### config.mk
export PLATFORM = sky130hd
export DESIGN_NAME = pkt_framer
export DESIGN_NICKNAME = d
export VERILOG_FILES = /design/src/rtl/pkt_framer.sv
export SDC_FILE = /design/constraint.sdc
export NUM_CORES = 1
export LEC_CHECK = 0
export CORE_MARGIN = 10
export CORE_UTILIZATION = 55
export DETAILED_ROUTE_END_ITERATION = 6
export PLACE_DENSITY = 0.82
export SYNTH_ARGS = -nofsm -noshare
export SYNTH_HDL_FRONTEND = slang
export SYNTH_SLANG_ARGS = --single-unit
### constraint.sdc
create_clock -name clk -period 3.2 [get_ports clk]
set_input_delay 0.48 -clock clk [delete_from_list [all_inputs] [get_ports clk]]
set_output_delay 0.48 -clock clk [all_outputs]
set_load 0.05 [all_outputs]
### src/rtl/pkt_framer.sv
// Transmit packet framer: preamble, type, length, payload, 32-bit sum FCS.
// Emits one byte per clock; payload starvation becomes substituted bytes.
module pkt_framer #(
  parameter int unsigned CTRL_PKT_LEN = 64,
  parameter int unsigned PRE_PAIRS    = 5,
  parameter int unsigned GAP_LEN      = 2,
  parameter logic [7:0]  IDLE_BYTE    = 8'h00,
  parameter logic [7:0]  UNDR_BYTE    = 8'h00
) (
  input  logic        clk,
  input  logic        rst_n,
  input  logic        start,
  input  logic [7:0]  pkt_type,
  input  logic [15:0] pkt_len,
  input  logic [7:0]  din,
  input  logic        din_vld,
  output logic        din_rdy,
  output logic [7:0]  dout,
  output logic        dout_vld,
  output logic        dout_sop,
  output logic        dout_eop,
  output logic        busy,
  output logic        err_len,
  output logic        err_undr,
  output logic [15:0] pkt_cnt
);

  typedef enum logic [2:0] {
    S_IDLE, S_PRE, S_TYPE, S_LEN, S_DATA, S_FCS, S_GAP
  } state_t;

  localparam logic [15:0] PRE_LAST = 16'(2 * PRE_PAIRS - 1);
  localparam logic [15:0] GAP_LAST = 16'(GAP_LEN - 1);
  localparam logic [15:0] CTRL_L   = 16'(CTRL_PKT_LEN);

  state_t      state;
  logic [7:0]  typ;
  logic [15:0] len;
  logic [15:0] cnt;
  logic [31:0] sum;
  logic [7:0]  pay;

  assign din_rdy = (state == S_DATA);
  assign pay     = din_vld ? din : UNDR_BYTE;

  always_ff @(posedge clk or negedge rst_n) begin
    if (!rst_n) begin
      state    <= S_IDLE;
      typ      <= '0;
      len      <= '0;
      cnt      <= '0;
      sum      <= '0;
      dout     <= IDLE_BYTE;
      dout_vld <= 1'b0;
      dout_sop <= 1'b0;
      dout_eop <= 1'b0;
      busy     <= 1'b0;
      err_len  <= 1'b0;
      err_undr <= 1'b0;
      pkt_cnt  <= '0;
    end else begin
      dout     <= IDLE_BYTE;
      dout_vld <= 1'b0;
      dout_sop <= 1'b0;
      dout_eop <= 1'b0;
      err_len  <= 1'b0;
      err_undr <= 1'b0;
      unique case (state)
        S_IDLE: begin
          if (start) begin
            if (pkt_type == 8'd0 || pkt_len != 16'd0) begin
              typ   <= pkt_type;
              len   <= (pkt_type == 8'd0) ? CTRL_L : pkt_len;
              sum   <= '0;
              cnt   <= '0;
              busy  <= 1'b1;
              state <= S_PRE;
            end else begin
              err_len <= 1'b1;
            end
          end
        end
        S_PRE: begin
          dout     <= cnt[0] ? 8'hD5 : 8'h55;
          dout_vld <= 1'b1;
          dout_sop <= (cnt == 16'd0);
          if (cnt == PRE_LAST) begin
            cnt   <= '0;
            state <= S_TYPE;
          end else begin
            cnt <= cnt + 16'd1;
          end
        end
        S_TYPE: begin
          dout     <= typ;
          dout_vld <= 1'b1;
          if (typ == 8'd0) begin
            cnt   <= len - 16'd1;
            state <= S_DATA;
          end else begin
            cnt   <= '0;
            state <= S_LEN;
          end
        end
        S_LEN: begin
          dout     <= cnt[0] ? len[7:0] : len[15:8];
          dout_vld <= 1'b1;
          if (cnt[0]) begin
            cnt   <= len - 16'd1;
            state <= S_DATA;
          end else begin
            cnt <= 16'd1;
          end
        end
        S_DATA: begin
          // starved cycles still consume a payload slot
          dout     <= pay;
          dout_vld <= 1'b1;
          err_undr <= !din_vld;
          sum      <= sum + {24'd0, pay};
          if (cnt == 16'd0) begin
            state <= S_FCS;
          end else begin
            cnt <= cnt - 16'd1;
          end
        end
        S_FCS: begin
          dout_vld <= 1'b1;
          unique case (cnt[1:0])
            2'd0:    dout <= sum[31:24];
            2'd1:    dout <= sum[23:16];
            2'd2:    dout <= sum[15:8];
            default: dout <= sum[7:0];
          endcase
          if (cnt[1:0] == 2'd3) begin
            dout_eop <= 1'b1;
            pkt_cnt  <= pkt_cnt + 16'd1;
            cnt      <= '0;
            state    <= S_GAP;
          end else begin
            cnt <= cnt + 16'd1;
          end
        end
        S_GAP: begin
          if (cnt == GAP_LAST) begin
            busy  <= 1'b0;
            state <= S_IDLE;
          end else begin
            cnt <= cnt + 16'd1;
          end
        end
        default: state <= S_IDLE;
      endcase
    end
  end

endmodule

# Word level (Yosys, flattened, before mapping)
# Index checks and enable logic that the tools add are counted.
op_classes:
  add_sub_neg: 5
  reduce_logical: 18
  n_eq_ne: 20
  n_mul: 0
  n_lt_le_gt_ge: 0
  shifts: 0
  muxes: 39
  bitwise_logic: 0
  n_div: 0
ops:
  columns: ["op", "n"]
  rows:
  - ["16-bit two-way mux", 9]
  - ["16-bit one-hot mux with 7 select lines", 1]
  - ["32-bit two-way mux", 2]
  - ["32-bit one-hot mux with 2 select lines", 1]
  - ["8-bit one-hot mux with 5 select lines", 1]
  - ["16-bit by 1-bit adder with 16-bit output, second input constant", 2]
  - ["32-bit by 8-bit adder with 32-bit output", 1]
  - ["16-bit by 1-bit subtractor with 16-bit output, second input constant", 2]
  - ["3-bit two-way mux", 8]
  - ["8-bit two-way mux", 3]
  - ["8-bit one-hot mux with 3 select lines", 1]
  - ["3-bit one-hot mux with 7 select lines", 1]
  - ["16-bit by 1-bit equality test with 1-bit output, second input constant", 1]
  - ["16-bit by 4-bit equality test with 1-bit output, second input constant", 1]
  - ["16-bit logical NOT", 1]
  - ["8-bit logical NOT", 2]
  - ["2-bit inequality test, second input constant", 8]
  - ["16-bit nonzero test", 1]
  - ["1-bit two-way mux", 11]
  - ["3-bit equality test, second input constant", 3]
  - ["7-bit AND reduction", 1]
  - ["7-bit nonzero test", 1]
  - ["3-bit by 2-bit equality test with 1-bit output, second input constant", 2]
  - ["3-bit AND reduction", 2]
  - ["14 further kinds", 16]
totals:
  reg_bits: 105
  n_memories: 0
  ramBits: 0
  elab_cells: 95
  romBits: 0
  out_inout_bits: 31
  latch_bits: 0

# Longest topological paths before layout
logic_depth:
  depth_word: 5
  mapped_depth: 10

# Least setup slack after synthesis
# OpenSTA, ideal clock, no wires.
synth_timing:
  kind: "input to register"
  from: "input din[0]"
  to: "register sum[20]"
  path_stages: 10
  arrival_ns: 2.525
  slack_ns: 0.543
  required_time_ns: 3.068
  path_cell_list: "and2_1 > ha_1 > fa_1 > a21oi_1 > o21ai_0 > o31ai_1 > or4_1 > buf_2 > xnor2_1 > nor2_1"
synth_via:
  elab_chain_cells: 3
synth_lines:
  columns: ["element", "line", "source"]
  rows:
  - ["start: declaration", "15", "input logic [7:0] din,"]
  - ["8-bit two-way mux", "44", "assign pay = din_vld ? din : UNDR_BYTE;"]
  - ["32-bit by 8-bit adder with 32-bit output", "120", "sum <= sum + {24'd0, pay};"]
  - ["32-bit one-hot mux with 2 select lines", "68", "unique case (state)"]
  - ["end signal: assignment", "120", null]
  - ["end: declaration", "40", "logic [31:0] sum;"]
# No other way between the ends.
# A chain may end at the register's enable or synchronous reset.

# Worst setup path in the final report
layout_timing:
  from: "input din_vld"
  to: "register sum[19]"
layout_via:
  elab_chain_cells: 3
layout_lines:
  columns: ["element", "line", "source"]
  rows:
  - ["start: declaration", "16", "input logic din_vld,"]
  - ["8-bit two-way mux", "44", null]
  - ["32-bit by 8-bit adder with 32-bit output", "120", null]
  - ["32-bit one-hot mux with 2 select lines", "68", null]
# No other way between the ends.

==> run_results.csv <==
group,metric,value,unit
cells_and_area,antenna_cells,0,
floorplanning,ioPinCount,67,
place,numPortBuffers,66,
clock_network,cts_tree,"built",
sta,worstMarginPinSlew,1.013,ns
setup_path,end_kind,"register",
yosys,netlist_instances,781,
setup_path,cp_top_family,"simple AND/OR/NAND/NOR gates",
power,ir_worst_vdd,422.9,uV
clock_network,clock_path_buffers,2,
power,power_frac_comb,50.5,%
yosys,yosys.area.top_type,"dfrtp_1",
yosys,synthTopCellsByArea,"dfrtp_1 39%, nand2_1 6.5%, xnor2_1 4.5%",
yosys,seq_area_frac_synth,38.79,%
yosys,synth_nets,836,
setup_path,cpPeakStageDelay,0.56,ns
route,antenna_left,0,
place,dp_hpwl,14170,um
sta,finalCritPeriodShare,92.63,%
route,drt-initial-drc-count,1090,
clock_network,cts_hold_buf,0,
route,vias,6552,
power,clock_power_share,15.2,%
setup_path,critical_path_class,"in2reg",
outcome,violations,"design-rule violations",
clock_network,cts_buffers,9,
sta,layout_min_cycle_time,2.964,ns
global_routing,grt_max_degree,80,
global_routing,grt_pass1_wl,31410,um
setup_path,critPathLaunchType,"input port",
route,wl_per_cell,19.60,um
sta,maxSlewViolCount,0,
power,power.share.switching,47.87,%
floorplanning,die_w,131.0,um
floorplanning,placeableCoreArea,0.01206,mm^2
power,p_int,0.003492,W
clock_network,htreeDepth,3,
yosys,syn-mean-instance-area,8.673,um^2
setup_path,path_max_fanout,20,
route,first_pass_iters,7,
yosys,synth_top_area_share,38.79,%
power,p_seq_share,34.3,%
route,via_per_inst,6.552,
global_routing,overflow,0,
outcome,status,"finished with violations",
floorplanning,die_h,131.0,um
yosys,async_flop_share,100.0,%
sta,relSlewSlack,32.50,%
power,p_switching,0.003207,W
sta,hold_viol,0,
clock_network,clk_latency,0.36,ns
yosys,synth-edff-count,0,
yosys,ys_seq_elements,105,
setup_path,required,3.48,ns
floorplanning,start_util,56.16,%
setup_path,crit_chain,"clkdlybuf4s50_1 -> and2_1 -> ha_1 -> a211oi_1 -> nor2_1 -> o221ai_1 -> or2_2 -> or4_1 -> a21oi_1",
sta,setup_viol,0,
yosys,yosysUniqueCellTypes,77,
min_path,min_path_type,"in2async",
global_routing,antenna_found_initial,0,
sta,rsz0062_at_grt,"no",
route,routed_wl,19600,um
place,place_inst,985,
setup_path,cpMaxStageDelayCell,"clkdlybuf4s50_1",
place,gp_congestion,0.9312,
clock_network,path_clk_slew,0.07,ns
yosys,yosysWarnings,0,
cells_and_area,drive_gt1_share,7.933,%
sta,finalClockSkew,0.009346,ns
clock_network,clock_sinks,105,
cells_and_area,layout.nets,883,
setup_path,arrival,3.25,ns
run,cap_violations,0,
power,power_density,856.3,mW/mm^2
sta,fmax,337.3,MHz
power,leakage,3.218,nW
setup_path,crit_buf_inv,1,
global_routing,track_usage,23.04,%
clock_network,cts_root_buffer,"clkbuf_16",
floorplanning,num_rows,40,
cells_and_area,syn2layout_area_growth,15.50,%
yosys,ys.flop_type,"dfrtp_1",
cells_and_area,fin_cells,1000,
global_routing,grt_pass1_vias,6088,
floorplanning,die-area,0.01716,mm^2
route,post-route-drc-count,4,
yosys,netlist_area,0.006774,mm^2
cells_and_area,utilization,64.87,%
==> registers in the layout, indices dropped and copies added, names as in the netlist <==
signal    flops
state         3
cnt          16
dout_vld      1
pkt_cnt      16
busy          1
dout          8
typ           8
err_len       1
err_undr      1
dout_sop      1
sum          32
len          16
dout_eop      1
==> final timing paths <==
kind / cells after the start / from / end / slack [ns]
setup / recovery: 9 / din_vld / sum[19]$_DFFE_PN0P_ / 0.24
hold / removal: 1 / rst_n / pkt_cnt[12]$_DFFE_PN0P_ / 0.28
setup reg to reg: 8 / cnt[1]$_DFFE_PN0P_ / cnt[14]$_DFFE_PN0P_ / 0.33
hold reg to reg: 1 / pkt_cnt[15]$_DFFE_PN0P_ / pkt_cnt[15]$_DFFE_PN0P_ / 0.48
max in group asynchronous: 2 / rst_n / len[12]$_DFFE_PN0P_ / 2.09
min in group clk: 1 / pkt_cnt[15]$_DFFE_PN0P_ / pkt_cnt[15]$_DFFE_PN0P_ / 0.48
==> layout by cell type, fill, tap and decap left out, types with 18 or more instances in the layout <==
| master | n |
|---|---|
| o21ai_0 | 37 |
| nor4_1 | 24 |
| a21oi_1 | 37 |
| nand3_1 | 40 |
| clkdlybuf4s50_1 | 64 |
| dfrtp_1 | 105 |
| buf_4 | 25 |
| nand2_1 | 118 |
| xnor2_1 | 35 |
| ha_1 | 18 |
| nor2_1 | 45 |
==> cell usage after synthesis (6+ instances only) <==
master    count
nand2_1     118
or4_1        13
a22oi_1       9
nor3b_1       6
a21oi_1      37
xnor2_1      35
and4_1        6
xor2_1       13
o31ai_1      15
a31oi_1      11
or2_2         6
o21ai_0      37
clkbuf_1     32
inv_1        14
o22ai_1       7
nor4_1       24
nor2_1       45
buf_2         9
a22o_1        7
nand3_1      40
nor3_1       15
and2_1       14
a222oi_1     11
dfrtp_1     105
and3_1       10
or3_1        13
ha_1         18
nand4_1      15
==> layout make-up <==
| class | count | area, um^2 |
|---|---|---|
| clock buffer | 11 | 232.7 |
| sequential | 105 | 2628 |
| timing repair buffer | 89 | 828.3 |
| multi-input combinational | 606 | 3832 |
| clock inverter | 4 | 28.78 |
| inverter | 17 | 63.81 |
| fill | 983 | 4238 |
| tap | 168 | 210.2 |
==> power groups by stage <==
stage,registers (W),logic [W],clock network (W)
2_1_floorplan,0.00218,0.00238,0
3_3_place_gp,0.00226,0.00320,0
3_5_place_dp,0.00229,0.00327,0
4_1_cts,0.00227,0.00330,0.00103
5_1_grt,0.00234,0.00365,0.00109
6_report,0.00230,0.00338,0.00102
==> timing repair <==
| action | in CTS | in global routing |
|---|---|---|
| setup buffers | 0 | 0 |
| hold endpoints to repair | 0 | 0 |
| gates resized for setup | 0 | 1 |
| endpoints found under the setup margin | 0 | 3 |
==> per-layer routing <==
metal	global-route usage [%]	share of wire, %	up-vias	wire, um
met5	0	0	-	0
met1	29.85	40	3108	7779
li1	-	-	2969	-
met2	36.09	47	406	9196
met3	5.359	10	69	1973
met4	10.07	3.3	0	645
==> through the flow <==
stage | setup TNS, ns | instance area [um^2] | hold WS, ns | power, W | setup WS (ns)
6_report | 0 | 7824 | 0.2759 | 0.006699 | 0.2357
4_1_cts | 0 | 7820 | 0.3313 | 0.006603 | 0.2396
2_1_floorplan | 0 | 6774 | 0.1844 | 0.004558 | 0.5430
5_1_grt | 0 | 7824 | 0.3737 | 0.007075 | 0.07805
3_3_place_gp | -0.04366 | 7559 | 0.4609 | 0.005458 | -0.01156
3_5_place_dp | -1.258 | 7559 | 0.4717 | 0.005557 | -0.1228
==> cell families after synthesis <==
logic type / count (synthesis) / synth area share (%)
AO/OA/AOI/OAI: 185 / 18.93
XOR/XNOR: 48 / 6.206
adder cells (fa/ha/maj): 19 / 3.620
buffers and inverters: 70 / 4.691
flip-flops: 105 / 38.79
multiplexers: 3 / 0.4618
AND/OR/NAND/NOR: 351 / 27.30
(Power assumes the default switching activity.)
